<file path="src/rtl/mem_arbiter.sv">
// Round-robin arbiter serialising the I-cache (port 0) and D-cache (port 1)
// write-back and fill requests onto a single main-memory transaction port.
module mem_arbiter #(
    parameter int WIDTH = 128
) (
    input  logic             clk,
    input  logic             reset,

    input  logic             p0_write_req,
    input  logic [31:0]      p0_write_addr,
    input  logic [WIDTH-1:0] p0_write_data,
    output logic             p0_write_ack,
    input  logic             p0_read_req,
    input  logic [31:0]      p0_read_addr,
    output logic [WIDTH-1:0] p0_read_data,
    output logic             p0_read_ack,

    input  logic             p1_write_req,
    input  logic [31:0]      p1_write_addr,
    input  logic [WIDTH-1:0] p1_write_data,
    output logic             p1_write_ack,
    input  logic             p1_read_req,
    input  logic [31:0]      p1_read_addr,
    output logic [WIDTH-1:0] p1_read_data,
    output logic             p1_read_ack,

    output logic             mem_req,
    output logic             mem_write,
    output logic [31:0]      mem_addr,
    output logic [WIDTH-1:0] mem_wdata,
    input  logic [WIDTH-1:0] mem_rdata,
    input  logic             mem_ack
);

    typedef enum logic [1:0] {
        IDLE  = 2'd0,
        ISSUE = 2'd1,
        ACK   = 2'd2
    } state_t;

    state_t     state, state_next;
    logic       last_grant;
    logic       grant, grant_next;
    logic       load, load_write;
    logic [1:0] pending;
    logic [1:0] read_req;

    logic [31:0]      sel_write_addr;
    logic [31:0]      sel_read_addr;
    logic [WIDTH-1:0] sel_write_data;

    assign read_req = {p1_read_req, p0_read_req};
    assign pending  = {p1_write_req | p1_read_req, p0_write_req | p0_read_req};

    // NOTE: every signal driven here gets a default first, so no path can infer a latch.
    always_comb begin
        state_next = state;
        grant_next = grant;
        load       = 1'b0;
        load_write = 1'b0;
        case (state)
            IDLE: begin
                if (pending != 2'b00) begin
                    grant_next = (pending == 2'b11) ? ~last_grant : pending[1];
                    load       = 1'b1;
                    load_write = grant_next ? p1_write_req : p0_write_req;
                    state_next = ISSUE;
                end
            end
            ISSUE: begin
                if (mem_ack) state_next = ACK;
            end
            ACK: begin
                // A write-back followed by a pending fill keeps the port locked.
                if (mem_write && read_req[grant]) begin
                    load       = 1'b1;
                    state_next = ISSUE;
                end else begin
                    state_next = IDLE;
                end
            end
            default: state_next = IDLE;
        endcase
    end

    assign sel_write_addr = grant_next ? p1_write_addr : p0_write_addr;
    assign sel_write_data = grant_next ? p1_write_data : p0_write_data;
    assign sel_read_addr  = grant_next ? p1_read_addr  : p0_read_addr;

    // NOTE: sequential state uses non-blocking assignments so every register samples pre-edge values.
    always_ff @(posedge clk) begin
        if (reset) begin
            state        <= IDLE;
            last_grant   <= 1'b1;
            grant        <= 1'b0;
            mem_write    <= 1'b0;
            mem_addr     <= '0;
            mem_wdata    <= '0;
            p0_read_data <= '0;
            p1_read_data <= '0;
        end else begin
            state <= state_next;
            grant <= grant_next;
            if (state == IDLE && load) last_grant <= grant_next;
            if (load) begin
                mem_write <= load_write;
                if (load_write) begin
                    mem_addr  <= sel_write_addr;
                    mem_wdata <= sel_write_data;
                end else begin
                    mem_addr  <= sel_read_addr;
                end
            end
            if (state == ISSUE && mem_ack && !mem_write) begin
                if (grant) p1_read_data <= mem_rdata;
                else       p0_read_data <= mem_rdata;
            end
        end
    end

    assign mem_req      = (state == ISSUE);
    assign p0_write_ack = (state == ACK) && !grant &&  mem_write;
    assign p0_read_ack  = (state == ACK) && !grant && !mem_write;
    assign p1_write_ack = (state == ACK) &&  grant &&  mem_write;
    assign p1_read_ack  = (state == ACK) &&  grant && !mem_write;

endmodule
</file>
<file path="config.mk">
export PLATFORM = sky130hd
export DESIGN_NAME = mem_arbiter
export DESIGN_NICKNAME = d
export VERILOG_FILES = /design/src/rtl/mem_arbiter.sv
export SDC_FILE = /design/constraint.sdc
export NUM_CORES = 1
export LEC_CHECK = 0
export ABC_AREA = 1
export BUFFER_PORTS_ARGS = -buffer_cell sky130_fd_sc_hd__buf_2
export CORE_AREA = 10 10 354 356
export CTS_BUF_LIST = sky130_fd_sc_hd__clkbuf_8
export CTS_CLUSTER_SIZE = 8
export DETAILED_ROUTE_END_ITERATION = 8
export DIE_AREA = 0 0 364 366
export MAX_ROUTING_LAYER = met4
export PLACE_DENSITY_LB_ADDON = 0.05
export SLEW_MARGIN = 25
export SYNTH_ARGS = -nofsm -noshare
export SYNTH_HDL_FRONTEND = slang
export SYNTH_SLANG_ARGS = --single-unit
</file>
<file path="constraint.sdc">
create_clock -name clk -period 4.05 [get_ports clk]
set_clock_uncertainty 0.15 [all_clocks]
set_input_delay 1.215 -clock clk [delete_from_list [all_inputs] [get_ports clk]]
set_output_delay 1.215 -clock clk [all_outputs]
set_load 0.05 [all_outputs]
</file>
==> PnR_summary.wiki <==
{| class="wikitable"
! Metric !! Value
|-
| Yosys Warn Count || 0
|-
| Crit path DAT || 2180 ps
|-
| Run status || complete, no violations
|-
| Synthesized netlist cell count || 2,807
|-
| Vertical die dimension || 366 um
|-
| Met2 track utilization from global routing || 0.276
|-
| Root buf cell || clkbuf_8
|-
| Ordered cell list for the critical path || inv_1 -> nor2_1 -> inv_1 -> nor3_1 -> buf_2
|-
| Number of routed nets with antenna violations || 0
|-
| Most common cell on crit path || inv_1
|-
| Worst voltage drop across the vdd grid || 0.270 mV
|-
| Setup slack on the worst flop-to-flop path || 1380 ps
|-
| NumNets Final || 4,206
|-
| Worst Path Required || 2680 ps
|-
| Number of hold-slack violations in the final timing report || 0
|-
| Sequential fraction of the synthesis area || 0.461
|-
| EDFF count, synth || 0
|-
| Final worst slack || 502 ps
|-
| Count of buffer and inverter cells on the critical path || 3
|-
| Hold path start || p0_read_data[79]
|-
| Number of remaining DRC errors || 0
|-
| Met1 Usage GRT || 0.169
|-
| H-tree depth reported by CTS || 3
|-
| Met3 GRT Util || 0.0851
|-
| CP startpoint || state[1]
|-
| Post_cts resized || 0
|-
| Critical-path maximum fanout || 4
|-
| Remaining Overflow, GRT || 0
|-
| Top-count cell post-synth || nor2_1
|-
| CTS Hold Bufs || 0
|-
| Classification of the worst-slack hold path || register to register
|-
| Busiest grt layer || met2
|-
| Detail-routed via count per cell || 3.88
|-
| Fillers || 13,600
|-
| Total I/O pin count || 941
|-
| Clk_lat worst skew || 710 ps
|-
| IO Port Bufs || 940
|-
| Core Region || 118,000 um2
|-
| Number of library cell types mapped by synthesis || 20
|-
| Logic depth of the worst register-to-register path || 10
|-
| Horizontal extent of the die || 364 um
|-
| Startpoint of the lowest-slack register-to-register path || state[1]
|-
| Starting DRC count in detailed routing || 993
|-
| Worst setup slack before clock tree synthesis || 449 ps
|-
| Pin count of the biggest net entering global routing || 132
|-
| Ys async rst share || 0
|-
| Cell class contributing the biggest share of worst-path delay || buffers and inverters
|-
| Count of pins over their slew limit || 0
|-
| CTS Buf Count || 89
|-
| Remaining max-slew budget at the tightest pin || 0.410
|-
| Via count of the first global-routing pass || 21,300
|-
| GRT Util Overall || 0.167
|-
| Worst path depth || 5
|-
| Clock sink count || 421
|-
| Avg Inst Size Synth || 6.52 um2
|-
| Fraction of final layout cells with drive strength greater than 1 || 0.297
|-
| Floorplan die area || 133,000 um2
|-
| Routability cong. || 0.822
|-
| Count of endpoints failing setup in the final report || 0
|-
| Setup CP Type || register to primary output
|-
| Highest cell delay on the worst timing path || 380 ps
|-
| CTS Buffer Depth || 3
|-
| TritonCTS clock tree || yes
|-
| Biggest area contributors in the synthesized netlist || dfxtp_1 (46%), nor2_1 (16%), nand2_1 (10%)
|-
| Area added between synthesis and finish || 45.4%
|-
| Transition at the pin with the smallest max-transition slack || 885 ps
|-
| Cell with the largest stage delay on the worst path || dfxtp_1
|-
| Dominant synthesized flop cell || dfxtp_1
|-
| Wire length of the first global-routing pass || 159,000 um
|-
| Count of buffers added by post-CTS timing repair for setup || 0
|-
| Reported leakage power || 15.1 nW
|-
| Reg2Reg Capture Point || mem_wdata[6]
|-
| Cell Area, Synth || 18,300 um2
|-
| Proportion of netlist area held by the largest area contributor || 0.461
|-
| Share of the clock period used by the worst path after layout || 0.876
|-
| Capturing element type of the critical path || primary output
|-
| Biggest area consumer among synthesized cells || dfxtp_1
|-
| Total detailed-routing wirelength || 114,000 um
|-
| End point of the critical path || p0_write_ack
|-
| Number of iterations in the first detailed-routing pass || 5
|-
| Vias || 20,800
|-
| Half-perimeter wire length of the detailed placement result || 86,600 um
|-
| Antenna violations before repair || 85
|-
| Initial core utilization || 0.155
|-
| Net count after synthesis || 3,326
|-
| CTS clock-pin slew for the worst setup and hold paths || 60 ps
|-
| Maximum clock frequency || 0.282 GHz
|-
| Number of storage elements in the synthesis netlist || 421
|-
| Number of standard-cell rows in the floorplan || 126
|-
| Fin util || 0.226
|-
| Setup TNS || 0 ps
|-
| Max-cap check violation count || 0
|-
| Fin crit period || 3550 ps
|-
| Setup repair after global routing missed its margin || no
|-
| Routed len/inst || 21.3 um
|-
| Most frequent cells after synthesis || nor2_1 (776), nand2_1 (492), dfxtp_1 (421)
|-
| Critical path startpoint category || register
|-
| Power density of the placed cells || 508 nW/um2
|}
[layout make-up]
class,count,area [um2],share of cell area
sequential,421,8430,0.317
multi-input combinational,1861,7790,0.293
timing repair buffer,982,5220,0.196
tap,1536,1920,0.0723
clock buffer,113,1560,0.0585
inverter,332,1260,0.0473
clock inverter,46,272,0.0102
antenna,61,153,0.00574
[per-layer routing]
metal,share of wire,vias to the layer above
li1,-,10500
met2,0.48,753
met4,0.027,0
met5,0,-
met3,0.11,184
met1,0.39,9385
[registers in the layout, indices dropped and copies added, names as in the netlist]
| signal | cells |
|---|---|
| mem_wdata | 128 |
| p0_read_data | 128 |
| p1_read_data | 128 |
| mem_addr | 32 |
| state | 2 |
| grant | 1 |
| last_grant | 1 |
| mem_write | 1 |
[kinds of logic (layout without fill, tap and decap cells)]
logic type	after synthesis	in the layout	share of synthesized area
flip-flops	421	421	0.461
AO/OA/AOI/OAI	295	295	0.0814
buffers and inverters	525	1473	0.116
other	0	61	0
AND/OR/NAND/NOR	1566	1566	0.342
[worst min-delay path, cell delays in order, from the launching register on]
cell and delay (ps):
dfxtp_1 330, o21ai_1 70, nor2_1 70
[through the flow]
step           power [mW]  instances  hold WS, ps  instance area (um2)
6_report             13.5       5352          355                26600
4_1_cts              13.9       5291          360                26400
3_3_place_gp         8.95       5132          342                24600
3_5_place_dp         8.92       5132          340                24600
5_1_grt              14.4       5341          373                26600
2_1_floorplan        7.48       2807          296                18300
[report_power, final]
group | leakage, nW | switching [mW] | internal, mW | total (mW)
logic | 10.6 | 3.06 | 0.981 | 4.04
clock network | 1.07 | 2.17 | 2.58 | 4.75
registers | 3.45 | 0.184 | 4.53 | 4.71
total | 15.1 | 5.41 | 8.09 | 13.5
[how the worst min path moves through the flow]
stage	endpoint	cells past startpoint	slack, ps
after floorplan	last_grant	2	300
final	p0_read_data[79]	2	360
after global routing	p0_read_data[82]	2	370
after CTS	p0_read_data[77]	2	360
after detailed placement	p1_read_data[34]	2	340
after global placement	p0_read_data[82]	2	340
[layout by cell type, fill, tap and decap left out, types with 3 or more instances in the layout]
| master | Yosys | routed |
|---|---|---|
| dfxtp_1 | 421 | 421 |
| clkinv_8 | 0 | 3 |
| inv_1 | 331 | 364 |
| nand3_1 | 289 | 289 |
| diode_2 | 0 | 61 |
| nor2_1 | 776 | 776 |
| nand2_1 | 492 | 489 |
| buf_2 | 67 | 939 |
| clkbuf_8 | 0 | 113 |
| o21ai_0 | 284 | 284 |
| nand2_2 | 1 | 3 |
| nor3_1 | 5 | 5 |
| o21ai_1 | 7 | 7 |
| buf_12 | 0 | 16 |
| inv_4 | 0 | 3 |
| buf_4 | 16 | 27 |
Note: power is estimated with default switching activity, not from simulation.
